$ cat config.mk
export PLATFORM = sky130hd
export DESIGN_NAME = bcd_updown_counter
export DESIGN_NICKNAME = d
export VERILOG_FILES = /design/src/rtl/bcd_cnt_pkg.sv /design/src/rtl/bcd_counter_digit.sv /design/src/rtl/bcd_updown_counter.sv
export SDC_FILE = /design/constraint.sdc
export NUM_CORES = 1
export LEC_CHECK = 0
export BUFFER_PORTS_ARGS = -buffer_cell sky130_fd_sc_hd__buf_2
export CAP_MARGIN = 20
export CORE_MARGIN = 2
export CORE_UTILIZATION = 52
export CTS_BUF_LIST = sky130_fd_sc_hd__clkbuf_4
export DETAILED_ROUTE_END_ITERATION = 6
export PLACE_DENSITY = 0.79
export SYNTH_ARGS = -nofsm -noshare
export SYNTH_HDL_FRONTEND = slang
export SYNTH_SLANG_ARGS = --single-unit
$ cat constraint.sdc
create_clock -name clock -period 2.2 [get_ports clock]
set_clock_uncertainty 0.1 [all_clocks]
set_input_delay 0.11 -clock clock [delete_from_list [all_inputs] [get_ports clock]]
set_output_delay 0.11 -clock clock [all_outputs]
set_load 0.05 [all_outputs]
$ cat src/rtl/bcd_cnt_pkg.sv
// Shared digit type and load clamp helper for the packed-digit up/down counter.
package bcd_cnt_pkg;
  localparam int DIGIT_W = 4;
  typedef logic [DIGIT_W-1:0] digit_t;

  function automatic digit_t clamp_digit(input digit_t d, input int modulus);
    if (int'(d) >= modulus) return digit_t'(modulus - 1);
    return d;
  endfunction
endpackage

$ cat src/rtl/bcd_counter_digit.sv
// One radix-MODULUS digit: load (clamped) > clear > step up > step down > hold.
import bcd_cnt_pkg::*;

module bcd_counter_digit #(
  parameter int MODULUS = 10
) (
  input  logic   clock,
  input  logic   reset_n,
  input  logic   step_up,
  input  logic   step_dn,
  input  logic   load,
  input  logic   clear,
  input  digit_t load_digit,
  output digit_t digit,
  output logic   at_max,
  output logic   at_zero
);
  localparam digit_t MAX_D = digit_t'(MODULUS - 1);

  digit_t r_digit;

  assign digit   = r_digit;
  assign at_max  = (r_digit == MAX_D);
  assign at_zero = (r_digit == '0);

  always_ff @(posedge clock or negedge reset_n) begin
    if (!reset_n)     r_digit <= '0;
    else if (load)    r_digit <= clamp_digit(load_digit, MODULUS);
    else if (clear)   r_digit <= '0;
    else if (step_up) r_digit <= at_max  ? '0    : r_digit + 1'b1;
    else if (step_dn) r_digit <= at_zero ? MAX_D : r_digit - 1'b1;
  end
endmodule

$ cat src/rtl/bcd_updown_counter.sv
// Multi-digit radix-N up/down counter with load clamp, clear, cascade tc and load_err.
// Optional registered compare output enabled by defining BCD_CNT_MATCH_EN.
import bcd_cnt_pkg::*;

module bcd_updown_counter #(
  parameter int DIGITS    = 4,
  parameter int MODULUS   = 10,
  parameter int DOWN_WRAP = 0
) (
  input  logic                  clock,
  input  logic                  reset_n,
  input  logic                  enable,
  input  logic                  load_n,
  input  logic                  clear_n,
  input  logic                  updown,
`ifdef BCD_CNT_MATCH_EN
  input  logic [4*DIGITS-1:0]   match_value,
  output logic                  match,
`endif
  input  logic [4*DIGITS-1:0]   load_data,
  output logic [4*DIGITS-1:0]   out,
  output logic                  tc,
  output logic                  load_err
);
  logic [DIGITS-1:0][DIGIT_W-1:0] w_ld, w_digits;
  logic [DIGITS:0]                w_lmax, w_lzero;
  logic [DIGITS-1:0]              w_at_max, w_at_zero, w_bad;
  logic                           w_cnt_en, w_dn_hold;
  logic                           r_load_err;

  assign w_ld      = load_data;
  assign w_cnt_en  = enable & load_n & clear_n;
  // Down count at all-zero freezes every digit unless wrap is configured.
  assign w_dn_hold = (DOWN_WRAP == 0) & w_lzero[DIGITS];
  assign w_lmax[0]  = 1'b1;
  assign w_lzero[0] = 1'b1;

  for (genvar g = 0; g < DIGITS; g++) begin : g_dig
    assign w_lmax[g+1]  = w_lmax[g]  & w_at_max[g];
    assign w_lzero[g+1] = w_lzero[g] & w_at_zero[g];
    assign w_bad[g]     = ({1'b0, w_ld[g]} >= 5'(MODULUS));

    bcd_counter_digit #(.MODULUS(MODULUS)) u_dig (
      .clock      (clock),
      .reset_n    (reset_n),
      .step_up    (w_cnt_en & updown & w_lmax[g]),
      .step_dn    (w_cnt_en & ~updown & w_lzero[g] & ~w_dn_hold),
      .load       (~load_n),
      .clear      (~clear_n),
      .load_digit (w_ld[g]),
      .digit      (w_digits[g]),
      .at_max     (w_at_max[g]),
      .at_zero    (w_at_zero[g])
    );
  end

  assign out      = w_digits;
  assign tc       = w_cnt_en & (updown ? w_lmax[DIGITS] : w_lzero[DIGITS]);
  assign load_err = r_load_err;

  always_ff @(posedge clock or negedge reset_n) begin
    if (!reset_n) r_load_err <= 1'b0;
    else          r_load_err <= ~load_n & (|w_bad);
  end

`ifdef BCD_CNT_MATCH_EN
  logic r_match;
  assign match = r_match;

  always_ff @(posedge clock or negedge reset_n) begin
    if (!reset_n) r_match <= 1'b0;
    else          r_match <= (out == match_value);
  end
`endif
endmodule

==> flow_summary.toml <==
[drt]
vias = 2204
via_per_inst = 6.35
drc = 0
wl_mm = 6.09
ant_nets = 0
firstDrtPassIters = 5
wl_per_cell_um = 17.6
drt_iter0_drc = 276

[run_status]
violations = "hold timing"
status = "finished with violations"

[final_layout]
utilization_pct = 73.0
diodes = 0
area_delta_synth_final_pct = 37.3
drive_gt1_share_pct = 43.5
final_nets = 332
multi_input_area_sq_um = 1500
register_area_sq_um = 437
num-fill-cells = 252

[power_and_ir_drop]
p_int_w = 0.000756
power.density_nw_per_um2 = 536
p_leak_nw = 1.15
swShare_pct = 46.4
p_sw_w = 0.000655
combPwrFrac_pct = 55.7
vdd_drop_max_v = 0.000302
finalPower_w = 0.00141
p_clk_share_pct = 14.9
p_seq_share_pct = 29.4

[critical_path]
worst-setup-path-type = "register to register"
endpoint_kind = "register"
crit_path_start_kind = "register"
max_stage_delay_ps = 490
cp.arrival_ps = 2340
crit_required_ps = 2360
slowest_stage = "or4bb_4"
path_cells = "inv_2 > ha_4 > or4bb_4 > nor4_4 > nor3_4 > a211o_1 > nand3_2"
crit_path_max_fanout = 6

[sta]
maxSlewHeadroom_pct = 65.9
rsz0062_at_grt = "yes"
timing.final.hold_violations = 1
min_period_ps = 2180
finalCritPeriodShare_pct = 99.0
tightest_slew_ps = 507
whs_ps = -3.90
setup_tns_ps = 0
setup_viol = 0
max_freq_ghz = 0.459
fin_ws_ps = 22.5
maxSlewViolCount = 0

[synthesis]
syn_area_per_cell_sq_um = 8.44
synth_area_leader_cell = "dfrtp_1"
synthArstFlopShare_pct = 100
ys_ff_latch = 17
synth-warning-count = 0
syn_inst = 227
synth_flop_cell = "dfrtp_1"
ys_types = 64
synth_common_cells = "a21oi_1 (19), nand2_1 (18), dfrtp_1 (17), inv_1 (17), nor2_1 (17)"
synth.top_cell.area_share_pct = 22.2
synth_edf_count = 0
netlist_top_cells_area = "dfrtp_1 (22%), ha_1 (6.5%), a21oi_1 (5.0%)"
syn-cell-area_sq_um = 1920
yosysMostFrequentCell = "a21oi_1"
yosysSeqAreaShare_pct = 22.2
syn_nets = 259

[floorplanning]
io_pins = 40
rows = 22
coreArea_sq_um = 3610
die_width_um = 64.7
die_area_sq_um = 4190
start_util_pct = 53.2
dieHeight_um = 64.7

[placement]
hpwl_mm = 3.92
finalWeightedCongestion = 0.958
port_buffers = 39
pre_cts_ws_ps = 10.2

[grt]
gr-total-overflow = 0
grt_pass1_vias = 1903
grt_max_degree = 18
grt_use_total_pct = 28.5
grt_pass1_wl_mm = 9.08
antenna_found_initial = 0

[cts]
cts_num_sinks = 17
clk_pin_slew_ps = 120
clk_latency_ps = 320
cts_inserted_buffers = 3
cts.path.max_buffers = 2
htreeDepth = 1
cts_tree = "built"
root_buffer = "clkbuf_4"

[min_path]
hp-class = "input pin to register"

[job]
max_cap_viol_count = 0
-- cell families (layout without fill, tap and decap cells) --
kind of cell             count (synthesis)  in the layout  synth area share (%)
buffers and inverters                   30            102                  9.46
AND/OR/NAND/NOR                         83             83                  28.3
AO/OA/AOI/OAI                           76             76                  26.6
adder cells (fa/ha/maj)                 10             10                  6.53
XOR/XNOR                                 1              1                 0.457
multiplexers                            10             10                  6.46
flip-flops                              17             17                  22.2
-- metrics by stage --
stage,std cells,instance area [sq um]
2_1_floorplan,227,2010
5_1_grt,347,2630
6_report,347,2630
3_5_place_dp,329,2350
3_3_place_gp,329,2350
4_1_cts,342,2500
-- layout make-up --
class,instances,share of cell area (%)
inverters,17,2.71
multi-input cells,180,57.0
clock buffers,4,1.14
well taps,48,2.28
repair buffers,81,20.3
flip-flops and latches,17,16.6
-- per-layer routing --
layer | global-route usage (%) | wire, um
met1 | 36.6 | 2430
met2 | 47.2 | 3010
met5 | 0 | 0
met3 | 3.99 | 459
met4 | 13.6 | 193
-- critical path, delay by kind of cell (launching register included) --
kind,cells,cell delay (ps)
simple gates,4,990
flops,1,470
buf+inv,1,90
compound gates,1,300
fa+ha+maj,1,160
-- cells in the final DEF (no fill, tap or decap), types with 2 or more instances in the layout --
cell type      synthesis  layout
a21oi_1               19      18
a211o_1                2       2
mux2i_1                6       6
nor3_4                 1       2
nor3_1                 4       3
nand4_1                4       4
buf_4                  3      35
a211oi_1               5       2
ha_4                   0       6
a2bb2oi_1              2       2
and2_1                 2       2
a22oi_1                2       2
dfrtp_2                0       9
o21ai_0               15      15
a41oi_1                2       2
nand4b_1               2       2
a211oi_2               0       3
nor4_1                 4       3
nand3_1                6       5
nor2_1                17      16
inv_1                 17      11
dfrtp_1               17       8
a221oi_1               2       2
nand2_1               18      17
o211ai_1               3       3
ha_1                  10       4
buf_2                  0      38
a31oi_1                3       3
nor3b_4                0       2
mux2_2                 2       2
clkbuf_4               0       4
o22ai_1                3       2
o21bai_1               3       3
nand2b_1               4       4
o31ai_1                2       2
inv_2                  0       3
nor4_4                 3       4
inv_4                  0       3
dlygate4sd3_1          0       7
nand3b_1               2       2
-- state kept, by name, indices dropped and copies added (netlist names) --
| signal | count |
|---|---|
| g_dig.u_dig.digit | 16 |
| load_err | 1 |
-- final timing paths --
check,startpoint,to,slack (ps),cells past startpoint
hold reg to reg,g_dig[1].u_dig.digit[1]$_DFFE_PN0P_,g_dig[1].u_dig.digit[1]$_DFFE_PN0P_,510,2
max in group asynchronous,reset_n,g_dig[1].u_dig.digit[0]$_DFFE_PN0P_,1480,2
setup reg to reg,g_dig[0].u_dig.digit[0]$_DFFE_PN0P_,g_dig[3].u_dig.digit[2]$_DFFE_PN0P_,20,7
min in group asynchronous,reset_n,g_dig[2].u_dig.digit[1]$_DFFE_PN0P_,170,2
hold / removal,load_data[5],g_dig[1].u_dig.digit[1]$_DFFE_PN0P_,-4,3
setup / recovery,g_dig[0].u_dig.digit[0]$_DFFE_PN0P_,g_dig[3].u_dig.digit[2]$_DFFE_PN0P_,20,7
-- power groups by stage --
stage | clock network (W) | logic (W) | registers [W]
global route | 0.000224 | 0.000846 | 0.000419
floorplan | 0 | 0.000384 | 0.000535
finish | 0.000210 | 0.000786 | 0.000415
CTS | 0.000209 | 0.000722 | 0.000407
detailed placement | 0 | 0.000699 | 0.000410
global placement | 0 | 0.000691 | 0.000409
-- what timing repair did --
item,CTS,global route
resized for setup,8,16
setup buffers,2,5
pin swaps,1,7
hold buffers,7,0
hold endpoints to repair,23,0
setup endpoints to repair,2,9
No activity file was read; power rests on OpenSTA's default activity.
